`src/rtl/regfile_mp.sv`:
```
// Parametrised register file: two combinational read ports, one byte-strobed write port,
// optional zero register and write bypass, pending-write scoreboard and a bulk-clear engine.

module regfile_mp_rdport #(
  parameter int DATA_WIDTH = 32,
  parameter int ADDR_WIDTH = 5,
  parameter bit ZERO_REG   = 1'b1,
  parameter bit BYPASS     = 1'b1
) (
  input  logic                  en,
  input  logic [ADDR_WIDTH-1:0] idx,
  input  logic [DATA_WIDTH-1:0] stored,
  input  logic                  pend,
  input  logic                  wr_en,
  input  logic [ADDR_WIDTH-1:0] wr_idx,
  input  logic [DATA_WIDTH-1:0] wr_merged,
  output logic [DATA_WIDTH-1:0] data,
  output logic                  busy
);
  logic byp_hit, zero_hit;

  assign byp_hit  = BYPASS && wr_en && (wr_idx == idx);
  assign zero_hit = ZERO_REG && (idx == '0);

  always_comb begin
    data = '0;
    busy = 1'b0;
    if (en && !zero_hit) begin
      data = byp_hit ? wr_merged : stored;
      busy = byp_hit ? 1'b0 : pend;
    end
  end
endmodule

module regfile_mp #(
  parameter int DATA_WIDTH = 32,
  parameter int ADDR_WIDTH = 5,
  parameter bit ZERO_REG   = 1'b1,
  parameter bit BYPASS     = 1'b1
) (
  input  logic                    clock,
  input  logic                    reset_n,
  input  logic                    enable_a,
  input  logic [ADDR_WIDTH-1:0]   index_a,
  output logic [DATA_WIDTH-1:0]   output_a,
  output logic                    busy_a,
  input  logic                    enable_b,
  input  logic [ADDR_WIDTH-1:0]   index_b,
  output logic [DATA_WIDTH-1:0]   output_b,
  output logic                    busy_b,
  input  logic                    enable_write,
  input  logic [ADDR_WIDTH-1:0]   index_write,
  input  logic [DATA_WIDTH-1:0]   write_data,
  input  logic [DATA_WIDTH/8-1:0] write_strobe,
  input  logic                    reserve_valid,
  input  logic [ADDR_WIDTH-1:0]   reserve_index,
  input  logic                    clear_start,
  output logic                    clear_busy
);
  localparam int DEPTH     = 1 << ADDR_WIDTH;
  localparam int NB        = DATA_WIDTH / 8;
  localparam int NUM_PORTS = 2;

  typedef enum logic {IDLE, CLEAR} state_t;

  state_t                             state, state_nxt;
  logic [ADDR_WIDTH-1:0]              cnt;
  logic [DEPTH-1:0][DATA_WIDTH-1:0]   regs;
  logic [DEPTH-1:0]                   pending;
  logic [DATA_WIDTH-1:0]              wmask, wr_merged;
  logic                               wr_en, rsv_en, clr_go;

  logic [NUM_PORTS-1:0]                 rd_en, rd_busy;
  logic [NUM_PORTS-1:0][ADDR_WIDTH-1:0] rd_idx;
  logic [NUM_PORTS-1:0][DATA_WIDTH-1:0] rd_data;

  assign clear_busy = (state == CLEAR);
  assign clr_go     = (state == IDLE) && clear_start;
  // Register 0 writes/reservations are filtered here so storage and pending stay 0.
  assign wr_en  = enable_write  && !clear_busy && !(ZERO_REG && index_write == '0);
  assign rsv_en = reserve_valid && !clear_busy && !(ZERO_REG && reserve_index == '0);

  for (genvar b = 0; b < NB; b++) begin : g_mask
    assign wmask[8*b +: 8] = {8{write_strobe[b]}};
  end
  assign wr_merged = (regs[index_write] & ~wmask) | (write_data & wmask);

  always_comb begin
    state_nxt = state;
    case (state)
      IDLE:  if (clear_start) state_nxt = CLEAR;
      CLEAR: if (cnt == {ADDR_WIDTH{1'b1}}) state_nxt = IDLE;
      default: state_nxt = IDLE;
    endcase
  end

  always_ff @(posedge clock or negedge reset_n) begin
    if (!reset_n) begin
      state <= IDLE;
      cnt   <= '0;
    end else begin
      state <= state_nxt;
      if (clr_go)          cnt <= '0;
      else if (clear_busy) cnt <= cnt + 1'b1;
    end
  end

  always_ff @(posedge clock or negedge reset_n) begin
    if (!reset_n)        regs <= '0;
    else if (clear_busy) regs[cnt] <= '0;
    else if (wr_en)      regs[index_write] <= wr_merged;
  end

  // Reserve beats write on the same index; a clear start overrides both.
  always_ff @(posedge clock or negedge reset_n) begin
    if (!reset_n)    pending <= '0;
    else if (clr_go) pending <= '0;
    else begin
      if (wr_en)  pending[index_write]   <= 1'b0;
      if (rsv_en) pending[reserve_index] <= 1'b1;
    end
  end

  assign rd_en  = {enable_b, enable_a};
  assign rd_idx = {index_b, index_a};

  for (genvar p = 0; p < NUM_PORTS; p++) begin : g_port
    regfile_mp_rdport #(
      .DATA_WIDTH(DATA_WIDTH), .ADDR_WIDTH(ADDR_WIDTH),
      .ZERO_REG(ZERO_REG), .BYPASS(BYPASS)
    ) u_rd (
      .en       (rd_en[p]),
      .idx      (rd_idx[p]),
      .stored   (regs[rd_idx[p]]),
      .pend     (pending[rd_idx[p]]),
      .wr_en    (wr_en),
      .wr_idx   (index_write),
      .wr_merged(wr_merged),
      .data     (rd_data[p]),
      .busy     (rd_busy[p])
    );
  end

  assign output_a = rd_data[0];
  assign busy_a   = rd_busy[0];
  assign output_b = rd_data[1];
  assign busy_b   = rd_busy[1];
endmodule

```
`config.mk`:
```
export PLATFORM = sky130hd
export DESIGN_NAME = regfile_mp
export DESIGN_NICKNAME = d
export VERILOG_FILES = /design/src/rtl/regfile_mp.sv
export SDC_FILE = /design/constraint.sdc
export NUM_CORES = 2
export LEC_CHECK = 0
export ABC_AREA = 0
export CORE_ASPECT_RATIO = 0.5
export CORE_MARGIN = 2
export CORE_UTILIZATION = 30
export DETAILED_ROUTE_END_ITERATION = 8
export HOLD_SLACK_MARGIN = 0.06
export SLEW_MARGIN = 20
export SYNTH_ARGS = -nofsm -noshare
export SYNTH_HDL_FRONTEND = slang
export SYNTH_SLANG_ARGS = --single-unit
```
`constraint.sdc`:
```
create_clock -name clock -period 4.85 [get_ports clock]
set_input_delay 0.97 -clock clock [delete_from_list [all_inputs] [get_ports clock]]
set_output_delay 0.97 -clock clock [all_outputs]
set_load 0.005 [all_outputs]
```
-- After elaboration in Yosys (flattened, before gate mapping)
Cells that the tools add are included.
- flip-flop bits (word level): 1062
- input bits: 63
- logic and storage cells: 118
- add/subtract/negate cells: 1
- reductions and logical operators: 23
- bitwise logic cells: 10
- multiplexer cells: 38
- order comparisons: 8
- eq/ne operators: 3
- operator list (kind ; number):
    1024-bit 2-to-1 mux ; 2
    1024-bit AND ; 1
    1024-bit bitwise mux ; 1
    1024-bit NOT ; 1
    32-bit binary-select mux with 5-bit select ; 3
    32-bit 2-to-1 mux ; 13
    32-bit demux with 5-bit select ; 2
    32-bit AND ; 3
    32-bit NOT ; 2
    32-bit bitwise OR ; 2
    5-bit by 6-bit < comparator with 1-bit output, second input constant ; 5
    5-bit logical NOT ; 4
    5-bit by 1-bit >= comparator with 1-bit output, second input constant ; 3
    1-bit logical AND ; 12
    1-bit binary-select mux with 5-bit select ; 2
    1-bit demux with 5-bit select ; 2
    5-bit equality test ; 2
    1-bit 2-to-1 mux ; 10
    5-bit 2-to-1 mux ; 2
    5-bit by 1-bit adder with 5-bit output, second input constant ; 1
    5-bit equality test, second input constant ; 1
    1-bit logical NOT ; 5
    2-bit nonzero test ; 2
    1-bit case mux with 2 select lines ; 1
    1-bit NOT ; 1

-- Depth between registers and ports, before layout
- depth after elaboration: 11
- depth in mapped cells: 11

-- By module
Synthesis repeated with hierarchy kept, for this count alone.
- cells, all modules: 5352
- area, all modules: 65101.2 sq um
- by module, submodules not included (module ; times used ; cells an instance ; seq. area each (sq um) ; area an instance (sq um)):
    regfile_mp ; 1 ; 5102 ; 26575.5 ; 63762.4
    regfile_mp_rdport ; 2 ; 125 ; 0.0 ; 669.4

-- Least setup slack after synthesis
Ideal clock, no wire load.
- kind: in2out
- start: input index_a[0]
- end: output output_a[0]
- buffers on the path: 4
- cell stages on the path: 8
- data arrival time: 2.974 ns
- setup slack: 0.906 ns
- data required time: 3.880 ns
- cell sequence: buf_2 > buf_2 > buf_2 > buf_2 > mux4_2 > a2111oi_0 > nor3_1 > a21o_1
- word-level cells in the longest chain between the ends: 4
- elaborated cells on any way between the ends: 9
- those cells by class: eq/ne (1); mux (4); reduce/logical (4)
- RTL lines (item ; line ; source):
    start: declaration ; 44 ; input logic [ADDR_WIDTH-1:0] index_a,
    32-bit binary-select mux with 5-bit select (tied with other cells) ; 134 ; .stored (regs[rd_idx[p]]),
    32-bit 2-to-1 mux (not written as such) (tied with other cells) ; 134 ;
    32-bit 2-to-1 mux or 1-bit logical AND (tied branches) ; 29, 28 ;
    32-bit 2-to-1 mux (*) ; 28 ; if (en && !zero_hit) begin
    end: declaration ; 45 ; output logic [DATA_WIDTH-1:0] output_a,
Every way passes the cells marked *; elsewhere a longest branch is shown, timed or not. The select of a mux whose other input is x is not followed.

-- Final worst setup path
- start: input write_strobe[3]
- end: output output_b[24]
- word-level cells in the longest chain between the ends: 5
- elaborated cells on any way between the ends: 6
- those cells by class: mux (2); bitwise (4)
- RTL lines (item ; line ; source):
    start: declaration ; 54 ; input logic [DATA_WIDTH/8-1:0] write_strobe,
    32-bit NOT ; 86 ; assign wr_merged = (regs[index_write] & ~wmask) | (write_data & wmask);
    32-bit AND ; 86 ;
    32-bit bitwise OR (*) ; 86 ;
    32-bit 2-to-1 mux (*) ; 29 ; data = byp_hit ? wr_merged : stored;
    32-bit 2-to-1 mux (*) ; 28 ;
    end: declaration ; 49 ; output logic [DATA_WIDTH-1:0] output_b,
Every way passes the cells marked *; elsewhere a longest branch is shown, timed or not.

==> impl_metrics.ini <==
[run_status]
status = complete, but fails checks
violations = DRC, setup timing

[global_routing]
met3_usage_pct = 13.2
grt_first_pass_wirelength_microns = 452000
use_met1_pct = 35.7
top_usage_layer = met2
overflow = 0
grt_max_degree = 120
grt_usage_pct = 29.1
grt_use_met2_pct = 40.0
antenna_found_initial = 16
first_global_vias = 55300

[yosys]
async_reset_ff_share_pct = 100
synthesis.nets = 5094
syn_area_per_cell_sq_um = 12.8
synth_ff_type = dfrtp_1
synth_top_cell_area_share_pct = 41.3
seq_area_frac_synth_pct = 41.3
syn-cell-area_sq_um = 64300
synth_edf_count = 0
synthCells = 5026
synth_most_common_cell = a22o_1
yosys_warnings = 0
ys_types = 75
synth.top_cells.by_area = dfrtp_1 (41%), mux4_2 (18%), a22o_1 (15%)
synth_top_cell_by_area = dfrtp_1
ys_top_cells_by_count = a22o_1 (1086), dfrtp_1 (1062), mux2i_1 (545)
synth.ff_latch_count = 1062

[floorplanning]
num_rows = 120
dieWidth_microns = 659
io_pins = 130
die_h_microns = 331
initial_core_util_pct = 30.1
placeableCoreArea_sq_um = 214000
die_area_sq_um = 218000

[power]
ir_drop_mv = 0.302
p_seq_share_pct = 40.9
power.density_nw_per_um2 = 353
power_leakage_uw = 0.0326
p_total_uw = 27000
p_sw_share_pct = 34.4
p_int_uw = 17700
switching_power_uw = 9290
combPwrFrac_pct = 26.0
clkPwrFrac_pct = 33.1

[timing]
fin_crit_ns = 4.87
rsz0062_at_grt = no
fmax_ghz = 0.205
setup_viol = 6
slew_headroom_pct = 23.6
tightest_slew_ns = 1.15
hold_viol_final = 0
post-route-period-util_pct = 100
slew_violations = 0
skew_ns = 0.0385
whs_ns = 0.208
finalSetupTns_ns = -0.0708
finalWorstSetupSlack_ns = -0.0179

[route]
ant_nets = 0
wl_per_cell_microns = 40.2
drc = 2
drt_wl_total_microns = 329000
viasPerCell = 7.08
vias = 57800
drt_iter0_drc = 10300
drt_first_pass_iters = 9

[layout]
syn_to_final_growth_pct = 19.0
stdcell_area_sq_um = 76500
final_nets = 5268
drive_gt1_share_pct = 27.8
stdcell_count = 8172

[setup_path]
endpoint_kind = primary output
cpMostUsedCell = clkdlybuf4s50_1
worstSetupPathType = in2out
timing.rr.end = regs[747]
rr_startpoint = clear_busy
cp_num_cells = 8
reg2reg_depth = 8
crit_path_start_kind = input port
critPathTopFamily = buffers and inverters
crit_buf_inv = 3
required_ns = 3.88
max_stage_delay_ns = 0.60
critical_path.cell_chain = clkdlybuf4s50_1, nor2b_1, buf_4, a221oi_1, a21oi_1, a32oi_2, a21o_1, clkdlybuf4s50_1
cpMaxStageDelayCell = clkdlybuf4s50_1
critPathLaunch = write_strobe[3]
arrival_ns = 3.90
rrSetupSlack_ns = 1.56
setup.worst_path.end = output_b[24]
cp_max_fo = 5

[placement]
post_dp_cell_area_sq_um = 72400
routabilityCongestion = 0.973
portBuffers = 129
dp_hpwl_microns = 199000
placed_cells = 7937

[clock_tree]
path_clk_slew_ns = 0.06
hold_buffers = 0
clock_latency_ns = 0.78
cts_made_buffers = 114
root_buffer = clkbuf_16
htree_levels = 3
cts_sinks = 1062
cts_max_path_buffers = 3
cts_tree = done

[min_path]
hold_path_class = in2async

[job]
maxCapViolations = 0
==> state kept, by name (all words and copies together), names as in the netlist <==
name	count
clear_busy	1
cnt	5
pending	32
regs	1024
==> metal layers <==
layer  part of all wire (%)  wire (microns)  up-vias
met3                     16           51600     1547
met5                   0.10             331        -
met1                     35          115000    29500
met4                    8.6           28400       22
met2                     41          134000     5844
li1                       -               -    20900
==> worst min path at each step <==
stage	from	endpoint	slack (ns)	cells after the start
after floorplan	pending[0]	pending[0]	0.48	1
after global placement	pending[0]	pending[0]	0.50	1
after detailed placement	pending[0]	pending[0]	0.51	1
after CTS	reset_n	pending[21]	0.24	1
after global routing	reset_n	pending[21]	0.25	1
final	reset_n	pending[21]	0.21	1
==> repair_timing <==
item                       in CTS  in global routing
resized for setup              21                 18
pin swaps                       2                  3
setup endpoints to repair      62                 38
buffers inserted                4                  5
gates cloned                    0                  2
==> power groups by stage <==
stage / Sequential [uW] / Clock [uW] / Combinational [uW]
2_1_floorplan: 10700 / 0 / 3820
5_1_grt: 11100 / 9280 / 7090
3_5_place_dp: 11100 / 0 / 6640
6_report: 11000 / 8950 / 7020
4_1_cts: 10900 / 8920 / 6670
3_3_place_gp: 11100 / 0 / 6580
==> final cells by class <==
cell class | count | area (sq um)
inverter | 27 | 105
fill | 20500 | 137000
clock inverter | 23 | 267
clock buffer | 174 | 3400
tap | 2867 | 3590
antenna | 24 | 60.1
sequential | 1062 | 26600
multi-input combinational | 3307 | 35300
timing repair buffer | 688 | 7150
==> metrics by stage <==
step / util [%] / setup WS (ns)
2_1_floorplan: - / 0.906
3_3_place_gp: 33.9 / -0.443
3_5_place_dp: 33.9 / -0.320
4_1_cts: 35.7 / 0.00246
5_1_grt: 35.8 / 0.00237
6_report: 35.8 / -0.0179
==> placed cells by master (no fill, tap or decap), types with 30 or more instances in the layout <==
cell type,netlist,routed
a211oi_1,37,36
a21o_1,38,38
a21oi_1,117,96
a221oi_1,37,35
a22o_1,1086,1086
a22oi_1,126,126
and2_1,38,36
buf_12,1,118
buf_4,84,433
clkbuf_16,0,116
clkbuf_8,0,33
clkdlybuf4s50_1,0,111
dfrtp_1,1062,1062
mux2_2,42,42
mux2i_1,545,543
mux4_2,513,513
nand2_1,101,98
nand3_1,30,30
nor2_1,103,63
nor2_4,0,38
nor3_1,44,38
o221ai_1,64,64
o22ai_1,140,140
==> worst register-to-register path, cell delays in order (launching register included) <==
cell and delay (ns):
dfrtp_1 0.35, buf_4 0.21, nor2b_1 0.18, nand3_1 0.30
buf_4 0.34, nor2_4 0.09, a31oi_4 0.85, buf_4 0.61
a22o_1 0.27
==> logic make-up (layout without fill, tap and decap cells) <==
family / count (synthesis) / in the layout / share of synthesized area (%)
fa+ha+maj: 5 / 5 / 0.0973
buf+inv: 657 / 912 / 5.07
mux: 1100 / 1100 / 27.2
compound gates: 1763 / 1763 / 22.6
simple gates: 427 / 427 / 3.50
xor+xnor: 12 / 12 / 0.163
flops: 1062 / 1062 / 41.3
other cells: 0 / 24 / 0
Note: power is estimated with default switching activity, not from simulation.
